`src/rtl/crossbar_switch_allocator.sv`:
```
// Wormhole switch allocator for a 5-port crossbar: per-output round-robin lock FSMs with a lock watchdog.
// Arbitration takes 1 cycle; once an output is locked, grants follow req_i & out_ready_i combinationally.
module crossbar_switch_allocator #(
  parameter int NPORTS       = 5,
  parameter int SELW         = 3,
  parameter int LOCK_TIMEOUT = 255,
  parameter int TOW          = 8
) (
  input  logic                   clk_i,
  input  logic                   rst_ni,
  input  logic [NPORTS-1:0]      req_i,
  input  logic [NPORTS*SELW-1:0] dest_i,
  input  logic [NPORTS-1:0]      tail_i,
  input  logic [NPORTS-1:0]      out_ready_i,
  output logic [NPORTS-1:0]      gnt_o,
  output logic [NPORTS*SELW-1:0] sel_demux_o,
  output logic [NPORTS*SELW-1:0] sel_mux_o,
  output logic [NPORTS-1:0]      out_valid_o,
  output logic                   bad_dest_o,
  output logic                   timeout_o
);

  typedef enum logic {IDLE, LOCKED} state_t;

  state_t          state  [NPORTS];
  logic [SELW-1:0] owner  [NPORTS];
  logic [SELW-1:0] ptr    [NPORTS];
  logic [TOW-1:0]  wd_cnt [NPORTS];

  logic [NPORTS-1:0] busy;
  logic [NPORTS-1:0] xfer;
  logic [NPORTS-1:0] expire;
  logic [NPORTS-1:0] found;
  logic [NPORTS-1:0] cand   [NPORTS];
  logic [SELW-1:0]   winner [NPORTS];

  function automatic logic [SELW-1:0] succ(input logic [SELW-1:0] p);
    return (p == SELW'(NPORTS - 1)) ? '0 : p + 1'b1;
  endfunction

  // Steering and grants depend only on registered lock state plus live req/ready.
  always_comb begin
    busy        = '0;
    xfer        = '0;
    gnt_o       = '0;
    out_valid_o = '0;
    sel_mux_o   = '0;
    sel_demux_o = '0;
    for (int q = 0; q < NPORTS; q++) begin
      if (state[q] == LOCKED) begin
        busy[owner[q]]                             = 1'b1;
        xfer[q]                                    = req_i[owner[q]] & out_ready_i[q];
        gnt_o[owner[q]]                            = xfer[q];
        out_valid_o[q]                             = xfer[q];
        sel_mux_o[q*SELW +: SELW]                  = owner[q];
        sel_demux_o[int'(owner[q])*SELW +: SELW]   = SELW'(q);
      end
    end
  end

  always_comb begin
    bad_dest_o = 1'b0;
    for (int p = 0; p < NPORTS; p++) begin
      if (req_i[p] && (dest_i[p*SELW +: SELW] >= SELW'(NPORTS))) bad_dest_o = 1'b1;
    end
  end

  // Scanning 2*NPORTS positions from ptr covers the wrap without a rotator.
  always_comb begin
    for (int q = 0; q < NPORTS; q++) begin
      found[q]  = 1'b0;
      winner[q] = '0;
      for (int p = 0; p < NPORTS; p++) begin
        cand[q][p] = req_i[p] && (dest_i[p*SELW +: SELW] == SELW'(q)) && !busy[p];
      end
      for (int k = 0; k < 2*NPORTS; k++) begin
        if (!found[q] && (k >= int'(ptr[q])) && cand[q][k % NPORTS]) begin
          found[q]  = 1'b1;
          winner[q] = SELW'(k % NPORTS);
        end
      end
    end
  end

  always_comb begin
    for (int q = 0; q < NPORTS; q++) begin
      expire[q] = (LOCK_TIMEOUT != 0) && (state[q] == LOCKED) && !xfer[q] &&
                  (wd_cnt[q] + 1'b1 == TOW'(LOCK_TIMEOUT));
    end
  end

  always_ff @(posedge clk_i or negedge rst_ni) begin
    if (!rst_ni) begin
      timeout_o <= 1'b0;
      for (int q = 0; q < NPORTS; q++) begin
        state[q]  <= IDLE;
        owner[q]  <= '0;
        ptr[q]    <= '0;
        wd_cnt[q] <= '0;
      end
    end else begin
      timeout_o <= |expire;
      for (int q = 0; q < NPORTS; q++) begin
        if (state[q] == IDLE) begin
          if (found[q]) begin
            state[q]  <= LOCKED;
            owner[q]  <= winner[q];
            wd_cnt[q] <= '0;
          end
        end else if (xfer[q] && tail_i[owner[q]]) begin
          state[q]  <= IDLE;
          ptr[q]    <= succ(owner[q]);
          wd_cnt[q] <= '0;
        end else if (expire[q]) begin
          state[q]  <= IDLE;
          ptr[q]    <= succ(owner[q]);
          wd_cnt[q] <= '0;
        end else if (xfer[q]) begin
          wd_cnt[q] <= '0;
        end else if (wd_cnt[q] != '1) begin
          wd_cnt[q] <= wd_cnt[q] + 1'b1;
        end
      end
    end
  end

endmodule

```
`config.mk`:
```
export PLATFORM = sky130hd
export DESIGN_NAME = crossbar_switch_allocator
export DESIGN_NICKNAME = d
export VERILOG_FILES = /design/src/rtl/crossbar_switch_allocator.sv
export SDC_FILE = /design/constraint.sdc
export NUM_CORES = 1
export LEC_CHECK = 0
export ABC_AREA = 1
export CAP_MARGIN = 20
export CELL_PAD_IN_SITES_DETAIL_PLACEMENT = 1
export CELL_PAD_IN_SITES_GLOBAL_PLACEMENT = 2
export CORE_MARGIN = 2
export CORE_UTILIZATION = 32
export DETAILED_ROUTE_END_ITERATION = 12
export PLACE_DENSITY_LB_ADDON = 0.1
export SLEW_MARGIN = 20
export SYNTH_ARGS = -nofsm -noshare
export SYNTH_HDL_FRONTEND = slang
export SYNTH_SLANG_ARGS = --single-unit
```
`constraint.sdc`:
```
create_clock -name clk_i -period 2.6 [get_ports clk_i]
set_input_delay 0.52 -clock clk_i [delete_from_list [all_inputs] [get_ports clk_i]]
set_output_delay 0.52 -clock clk_i [all_outputs]
set_load 0.05 [all_outputs]
```
After elaboration in Yosys (flattened, before gate mapping)
Cells that the tools add are included.
{"block": "op_classes", "addsub": 15, "multipliers": 5, "magnitude_cmp": 50, "n_eq_ne": 40, "n_shift": 10, "muxes": 228, "n_bitwise": 16, "n_reduce_logical": 241}
{"cell": "$mux 8", "n": 30}
{"cell": "$mux 3", "n": 60}
{"cell": "$neg 5->33", "n": 5}
{"cell": "$shift 3x33->15 const A", "n": 5}
{"cell": "$shiftx 3x33->15 const A", "n": 5}
{"cell": "$logic_and 1x1->1", "n": 155}
{"cell": "$mux 1", "n": 100}
{"cell": "$mux 15", "n": 5}
{"cell": "$bwmux 15", "n": 4}
{"cell": "$logic_not 1->1", "n": 55}
{"cell": "$mux 5", "n": 10}
{"cell": "$ge 3x3->1 const A", "n": 15}
{"cell": "$add 8x1->8 const B", "n": 5}
{"cell": "$eq 8x8->1 const B", "n": 5}
{"cell": "$ne 8x8->1 const B", "n": 5}
{"cell": "$bmux 1 s3", "n": 10}
{"cell": "$eq 3x2->1 const B", "n": 10}
{"cell": "$eq 3x3->1 const B", "n": 10}
{"cell": "$ge 1x3->1 const A", "n": 10}
{"cell": "$ge 2x3->1 const A", "n": 10}
{"cell": "$reduce_and 2->1", "n": 15}
{"cell": "$mul 3x2->5 const B", "n": 5}
{"cell": "$ne 5x1->1 const B", "n": 5}
{"cell": "$bwmux 5", "n": 4}
{"cell": "other kinds (14)", "n": 62}
{"block": "totals", "regBits": 76, "inputBits": 32, "out_inout_bits": 42, "wordCells": 626}

Depth between registers and ports, before layout
Gate-level depths: netlist (run 1).
{"block": "logic_depth", "ltp_word": 52, "ltp_mapped": 18, "ltp_nobuf": 17}

Worst setup path before layout (run 1)
Ideal clock, no wire load.
{"block": "synth_path", "kind": "register -> output", "from": "reg owner[0] (netlist bit)", "to": "out sel_demux_o[12]", "t_arrival_ns": 3.407, "required_ns": 2.080, "path_slack_ns": -1.327, "path_stages_with_launch": 8, "path_buffers": 0, "path_cell_list": "dfrtp_1 > inv_1 > ha_1 > ha_1 > inv_1 > nand2_1 > nor4_1 > a21oi_1"}
{"block": "synth_between", "elab_chain_len": 5, "elab_cells_between_ends": 6, "cone_classes": "add/sub: 1; mul: 1; shift: 2; mux: 2"}
{"item": "start, declared", "line": "26", "rtl": "logic [SELW-1:0] owner [NPORTS];"}
{"item": "start signal, assigned by index", "line": "107", "rtl": "owner[q] <= winner[q];"}
{"item": "$mul 3x2->5 *", "line": "56", "rtl": "sel_demux_o[int'(owner[q])*SELW +: SELW] = SELW'(q);"}
{"item": "$neg 5->33 *", "line": "56"}
{"item": "$shiftx 3x33->15 or $shift 3x33->15 (tied branches)", "line": "56"}
{"item": "$bwmux 15 *", "line": "56"}
{"item": "$mux 15 *", "line": "50", "rtl": "if (state[q] == LOCKED) begin"}
{"item": "end, declared", "line": "16", "rtl": "output logic [NPORTS*SELW-1:0] sel_demux_o,"}
Mark *: on every way between the ends. The rest lies on a longest branch, timed or not.

Worst setup path after layout (run 1)
{"block": "layout_path", "from": "reg owner[10] (netlist bit)", "to": "out gnt_o[1]"}
{"block": "layout_between", "elab_chain_len": 12, "elab_cells_between_ends": 16, "cone_classes": "order compare: 2; mux: 12; bitwise: 1; reduce/logical: 1"}
{"item": "$lt 3x4->1 (not written as such) or $ge 3x1->1 (tied branches)", "line": "53", "rtl": "gnt_o[owner[q]] = xfer[q];"}
{"item": "$logic_and 1x1->1 (not written as such)", "line": "53"}
{"item": "$mux 1 (not written as such)", "line": "53"}
{"item": "$demux 1 s3", "line": "53"}
{"item": "$bwmux 5 *", "line": "53"}
{"item": "$mux 5 *", "line": "50"}
{"item": "$bwmux 5", "line": "53"}
{"item": "$mux 5 *", "line": "50"}
{"item": "$bwmux 5", "line": "53"}
{"item": "$mux 5 *", "line": "50"}
{"item": "$bwmux 5", "line": "53"}
{"item": "$mux 5 *", "line": "50"}
{"item": "end, declared", "line": "15", "rtl": "output logic [NPORTS-1:0] gnt_o,"}
Mark *: on every way between the ends. The rest lies on a longest branch, timed or not. The select of a mux whose other input is x is not followed.

==> impl_results.md, run 1 <==
* Pleak at 5.327 nW
* Final Max Slew Viols at 0
* Count of cell types in the netlist at 45
* Dpl ws at -0.5659 ns
* Die width at 151.7 µm
* Required time worst endpoint at 2.08 ns
* GR Util All Layers at 0.2645
* Flop pwr share at 0.153
* First-pass GRT wire length at 45840 µm
* Later-pin clock latency in the skew report at 0.36 ns
* Switching part of the total power at 0.5278
* Synth top area share at 0.2723
* Hpwl dp at 23760 µm
* Nets@finish at 1403
* DR iter-0 viols at 428
* NetSw at 7.319 mW
* Synth async-reset ratio at 1.000
* Mapped Avg Cell Area at 6.527 µm²
* Critical path startpoint: owner[10]$_DFFE_PN0P_
* H-tree levels at 3
* Syn-to-layout area delta at 54.10%
* CTS tree: built
* Reg-to-Reg Start: owner[3]$_DFFE_PN0P_
* Achievable clock frequency at 344.1 MHz
* Die Ht at 151.7 µm
* GRT overflow at 0
* CP endpoint: gnt_o[1]
* Starting Density at 0.3230
* Multi-input gate area at 0.005120 mm²
* Core Region at 0.02162 mm²
* CTS Hold Bufs at 0
* Syn nets at 1138
* Largest net degree at the start of global routing at 36
* Status: finished with violations
* Overall power at 13.87 mW
* Worst EP arrival at 2.39 ns
* Relative slew slack at 0.5964
* Initial antenna violation count at 0
* Antenna diode instance count at 0
* Post-route clock period utilization at 1.118
* Setup WS post-layout at -0.3061 ns
* Reg clk slew, reported paths at 0.07 ns
* Failing checks: negative setup slack
* PwrDens at 1288 mW/mm²
* CTS Buffer Depth at 2
* Clock Power Share at 0.096
* FP Rows at 54
* Worst-case vdd ir drop at 0.5959 mV
* Number of synthesized flops with an enable pin at 0
* Sequential Area at 0.001918 mm²
* PortBufs at 73
* Unrepaired setup endpoints after global routing: yes
* Final ANT Viol Nets at 0
* Vias post-DR at 8330
* Commonest non-fill, non-tap cell in the layout: nand2_1
* Clock sink count at 76
* Fillers at 2771
* Reg2reg setup slack at 0.11 ns
* R2R cell count at 16
* CP startpoint kind: flip-flop
* Hold Fails Final Rpt at 0
* Slew at the pin closest to its max-slew limit at 0.6047 ns
* Max Cap Viol at 0
* Wire per inst at 18.84 µm
* Post-route DRC violation count at 0
* Number of iterations in the first detailed-routing pass at 5
* WS Path Type: flip-flop to output pin
* Worst Hold Class: primary input to asynchronous set/reset pin
* Final WL at 30530 µm
* Synth Register Bits at 76
* Layout cells sized above 1 at 0.3381
* Largest fanout on the critical path at 5
* Final min period at 2.906 ns
* Combinational power share at 0.751
* Setup-failing EPs final at 11
* Num CTS Buffers at 9
* Nature of the critical path endpoint: output pin
* Seq/Total Area, Yosys at 0.2723
* Most frequent cells in the layout: nand2_1, buf_4, inv_1
* Netlist Area Pre-Place at 0.006984 mm²
* Die area at 0.02302 mm²
* GPL Wtd Cong at 0.9011
* IO Count at 74
* RR Endpoint: wd_cnt[23]$_DFFE_PN0P_
* Vias in the first global route at 8207
* Via density at 5.142
* Worst clock skew at 0.01123 ns
* Synth warnings at 0
* Mapped Cells at 1070
* Pint at 6.549 mW
* Leading area contributor after synthesis: dfrtp_1
* Most used DFF post-synth: dfrtp_1
* Top cells by area, synth: dfrtp_1, nand2_1, nand3_1, inv_1, nor2_1
* Clock root buffer: clkbuf_16
[Yosys cell counts (3+ instances only)]
cell and number:
a21oi_1 35, a31o_2 3, a31oi_1 7, buf_2 7, dfrtp_1 76, ha_1 36, inv_1 127, inv_2 24
nand2_1 278, nand2_2 5, nand3_1 104, nand3b_1 5, nand4_1 46, nand4_2 5, nand4_4 4, nor2_1 122
nor2_2 11, nor2_4 6, nor3_1 31, nor4_1 4, o211ai_1 22, o21ai_0 54, or2_2 9, xnor2_1 5
xor2_1 19
[cells by family (layout without fill, tap and decap cells)]
group           Yosys count  count (layout)  share of synthesized area
flops                    76              76                     0.2723
fa+ha+maj                36              36                    0.06449
xor+xnor                 24              24                    0.03010
compound gates          130             130                     0.1073
simple gates            642             642                     0.4357
buf+inv                 162             432                    0.09011
[flip-flops by register name, indices dropped and copies added (netlist names)]
name,count
wd_cnt,40
owner,15
ptr,15
state,5
timeout_o,1
[what timing repair did]
item,4_1_cts,5_1_grt
pin swaps,23,50
buffers inserted,19,25
resized for setup,70,128
setup endpoints to repair,34,82
[worst min path at each step]
stage	to	slack (ns)	start
finish	wd_cnt[27]$_DFFE_PN0P_	0.1	rst_ni
global route	wd_cnt[27]$_DFFE_PN0P_	0.12	rst_ni
CTS	wd_cnt[27]$_DFFE_PN0P_	0.11	rst_ni
detailed placement	wd_cnt[27]$_DFFE_PN0P_	0.50	rst_ni
global placement	wd_cnt[27]$_DFFE_PN0P_	0.49	rst_ni
floorplan	owner[0]$_DFFE_PN0P_	0.22	rst_ni
[cell type report]
type,instances,share of cell area
repair buffers,264,0.2305
flip-flops and latches,76,0.1782
inverters,152,0.05545
clock inverters,4,0.002790
multi-input cells,832,0.4757
well taps,280,0.03255
clock buffers,12,0.02476
[power by group through the flow]
stage | logic, mW | registers (mW) | clock network (mW)
global placement | 8.67 | 2.08 | 0
CTS | 9.51 | 2.08 | 1.35
floorplan | 4.97 | 1.96 | 0
finish | 10.4 | 2.13 | 1.33
global route | 11.2 | 2.20 | 1.40
detailed placement | 8.76 | 2.09 | 0
[routing by layer]
metal  GRT usage  vias to the layer above  share of wire
li1            -                     4069              -
met1      0.3741                     4039           0.48
met2      0.4207                      188           0.46
met3     0.03743                       34          0.041
met4     0.07361                        0          0.019
met5           0                        -              0
[worst max-delay path, cell delays in order (launching register included)]
cell	delay, ns
dfrtp_2	0.47
nor2_4	0.12
nand2_2	0.09
o211ai_1	0.26
nand2_2	0.16
buf_6	0.15
o211ai_1	0.18
o211ai_1	0.13
o211ai_1	0.16
buf_4	0.18
buf_12	0.12
[metrics by stage]
stage               hold slack (ns)  std cells  cell area, µm²  utilization  TNS, ns
floorplan                    0.2244       1070            7136            -  -0.5065
global placement             0.4904       1562            9517       0.4402   -16.04
detailed placement           0.4968       1562            9517       0.4402   -19.69
CTS                          0.1139       1597           10190       0.4711   -2.647
global route                 0.1246       1620           10760       0.4978   -3.208
finish                      0.09718       1620           10760       0.4978   -1.569
Power figures use the tool's default switching activity.
==> run 2, diff against run 1 <==
Settings changed: HOLD_SLACK_MARGIN from default to 0.15, PLACE_DENSITY from default to 0.84, PLACE_DENSITY_LB_ADDON 0.1 to default, SKIP_CTS_REPAIR_TIMING from default to 1.
==> run 2 against run 1 <==
Against the previous run: the run still ends with negative setup slack left; non-clock buffer count shrank 21; clock power grew 19%; final cell count shrank 1.3%; fmax grew 3.2%; first-iteration DRC count shrank 9.1%; sequential share of layout area grew 0.61 points; flip-flop and latch count is the same; critical path type unchanged; largest cell class unchanged.
==> impl_results.md, run 2 (same netlist as run 1, synthesis figures left out) <==
* Antenna diode instance count at 0 (unchanged)
* Worst clock skew at 0.009067 ns (-0.002165 ns)
* Setup-failing EPs final at 17 (+6)
* Reg clk slew, reported paths at 0.06 ns (about the same)
* Clock root buffer: clkbuf_16
* Post-route clock period utilization at 1.083 (-0.03489)
* GRT overflow at 0 (unchanged)
* Initial antenna violation count at 0 (unchanged)
* Unrepaired setup endpoints after global routing: yes
* Final min period at 2.815 ns (-0.09070 ns)
* Largest fanout on the critical path at 5 (unchanged)
* Status: finished with violations
* Final ANT Viol Nets at 0 (unchanged)
* CTS tree: built
* Most frequent cells in the layout: nand2_1, buf_4, inv_1
* Reg-to-Reg Start: owner[11]$_DFFE_PN0P_
* IO Count at 74 (unchanged)
* Nature of the critical path endpoint: output pin
* Required time worst endpoint at 2.08 ns (about the same)
* Nets@finish at 1382 (-1.5%)
* Syn-to-layout area delta at 49.09%
* Commonest non-fill, non-tap cell in the layout: nand2_1
* Hold Fails Final Rpt at 0 (unchanged)
* Via density at 5.126 (-0.30%)
* Max FFs per register at 40 (unchanged)
* Relative slew slack at 0.6184 (+0.02197)
* GPL Wtd Cong at 0.9083 (+0.80%)
* Wire per inst at 18.02 µm (-4.4%)
* First-pass GRT wire length at 43760 µm (-4.5%)
* Largest register by flop count: wd_cnt
* FP Rows at 54 (unchanged)
* Core Region at 0.02162 mm² (unchanged)
* Dpl ws at -0.5045 ns (+0.06135 ns)
* Pleak at 5.258 nW (-1.3%)
* Hpwl dp at 23290 µm (-2.0%)
* CP startpoint kind: flip-flop
* Num CTS Buffers at 9 (unchanged)
* DR iter-0 viols at 389 (-9.1%)
* RR Endpoint: wd_cnt[33]$_DFFE_PN0P_
* Starting Density at 0.3230 (unchanged)
* GR Util All Layers at 0.2503 (-0.01424)
* Final WL at 28810 µm (-5.6%)
* Worst EP arrival at 2.30 ns (-0.09 ns)
* Layout cells sized above 1 at 0.2843 (-0.05375)
* Die Ht at 151.7 µm (unchanged)
* Setup WS post-layout at -0.2154 ns (+0.09070 ns)
* Vias in the first global route at 8189 (-0.22%)
* Die area at 0.02302 mm² (unchanged)
* Die width at 151.7 µm (unchanged)
* PwrDens at 1282 mW/mm² (-0.51%)
* Fillers at 2759 (-0.43%)
* Slew at the pin closest to its max-slew limit at 0.5724 ns (-0.03229 ns)
* PortBufs at 73 (unchanged)
* Reg2reg setup slack at 0.01 ns (-0.10 ns)
* Post-layout util at 0.4816 (-0.01620)
* Top Registers: wd_cnt (40), owner (15), ptr (15)
* Vias post-DR at 8197 (-1.6%)
* R2R cell count at 14 (-2)
* Post-route DRC violation count at 0 (unchanged)
* Failing checks: negative setup slack
* Overall power at 13.35 mW (-3.8%)
* Max Cap Viol at 0 (unchanged)
* Later-pin clock latency in the skew report at 0.35 ns (about the same)
* WS Path Type: flip-flop to output pin
* H-tree levels at 3 (unchanged)
* Worst-case vdd ir drop at 0.5002 mV (-16%)
* Number of iterations in the first detailed-routing pass at 5 (unchanged)
* Achievable clock frequency at 355.2 MHz (+3.2%)
* Largest net degree at the start of global routing at 37 (+2.8%)
* CTS Buffer Depth at 2 (unchanged)
* Hold Slack at 0.1804 ns (+0.08320 ns)
* Worst Hold Class: primary input to asynchronous set/reset pin
* Clock sink count at 76 (unchanged)
* Final Max Slew Viols at 0 (unchanged)
run 2: how the worst max path moves through the flow:
stage                           from              to  slack [ns]  cells past startpoint
2_1_floorplan   owner[3]$_DFFE_PN0P_  sel_demux_o[6]       -0.08                      7
3_3_place_gp                req_i[3]        gnt_o[3]       -0.47                     14
3_5_place_dp                req_i[3]        gnt_o[4]       -0.50                     13
4_1_cts                     req_i[3]        gnt_o[4]       -0.52                     13
5_1_grt        owner[10]$_DFFE_PN0P_        gnt_o[0]       -0.33                      9
6_report        owner[7]$_DFFE_PN0P_        gnt_o[2]       -0.22                     12
run 2: final cells by class:
cell class / instances / area, µm² / area share
Sequential cell: 76 / 1919 / 0.1843
Multi-Input combinational cell: 832 / 4866 / 0.4673
Tap cell: 280 / 350.3 / 0.03365
Clock inverter: 4 / 120.1 / 0.01154
Clock buffer: 12 / 246.5 / 0.02367
Inverter: 152 / 580.6 / 0.05576
Timing Repair Buffer: 243 / 2330 / 0.2237
run 2: metal layers:
metal	track usage	wire length, µm	up-vias
met5	0	0	-
met4	0.07639	962	0
met3	0.02784	1070	53
met2	0.4061	13210	186
met1	0.3498	13560	3930
li1	-	-	4028
run 2: stage by stage:
| step | area [µm²] | TNS, ns | cells |
|---|---|---|---|
| 6_report | 10410 | -1.634 | 1599 |
| 5_1_grt | 10410 | -8.501 | 1599 |
| 4_1_cts | 9821 | -5.413 | 1568 |
| 3_5_place_dp | 9454 | -13.87 | 1552 |
| 3_3_place_gp | 9454 | -9.638 | 1552 |
| 2_1_floorplan | 7136 | -0.5065 | 1070 |
run 2: where the power goes:
part           internal [mW]  leakage, nW  switching [mW]
sequential              1.58        0.967           0.586
clock                   1.06        0.177           0.515
combinational           3.90         4.11            5.71
total                   6.54         5.26            6.81
run 2: worst max-delay path, stage by stage (launching register included):
cell,delay (ns)
dfrtp_2,0.45
buf_4,0.14
nand2_1,0.08
a21oi_1,0.12
o21ai_1,0.08
o311ai_1,0.09
nand2_1,0.18
buf_6,0.15
buf_4,0.12
nand3_1,0.06
a31oi_1,0.10
a21oi_2,0.21
buf_12,0.16
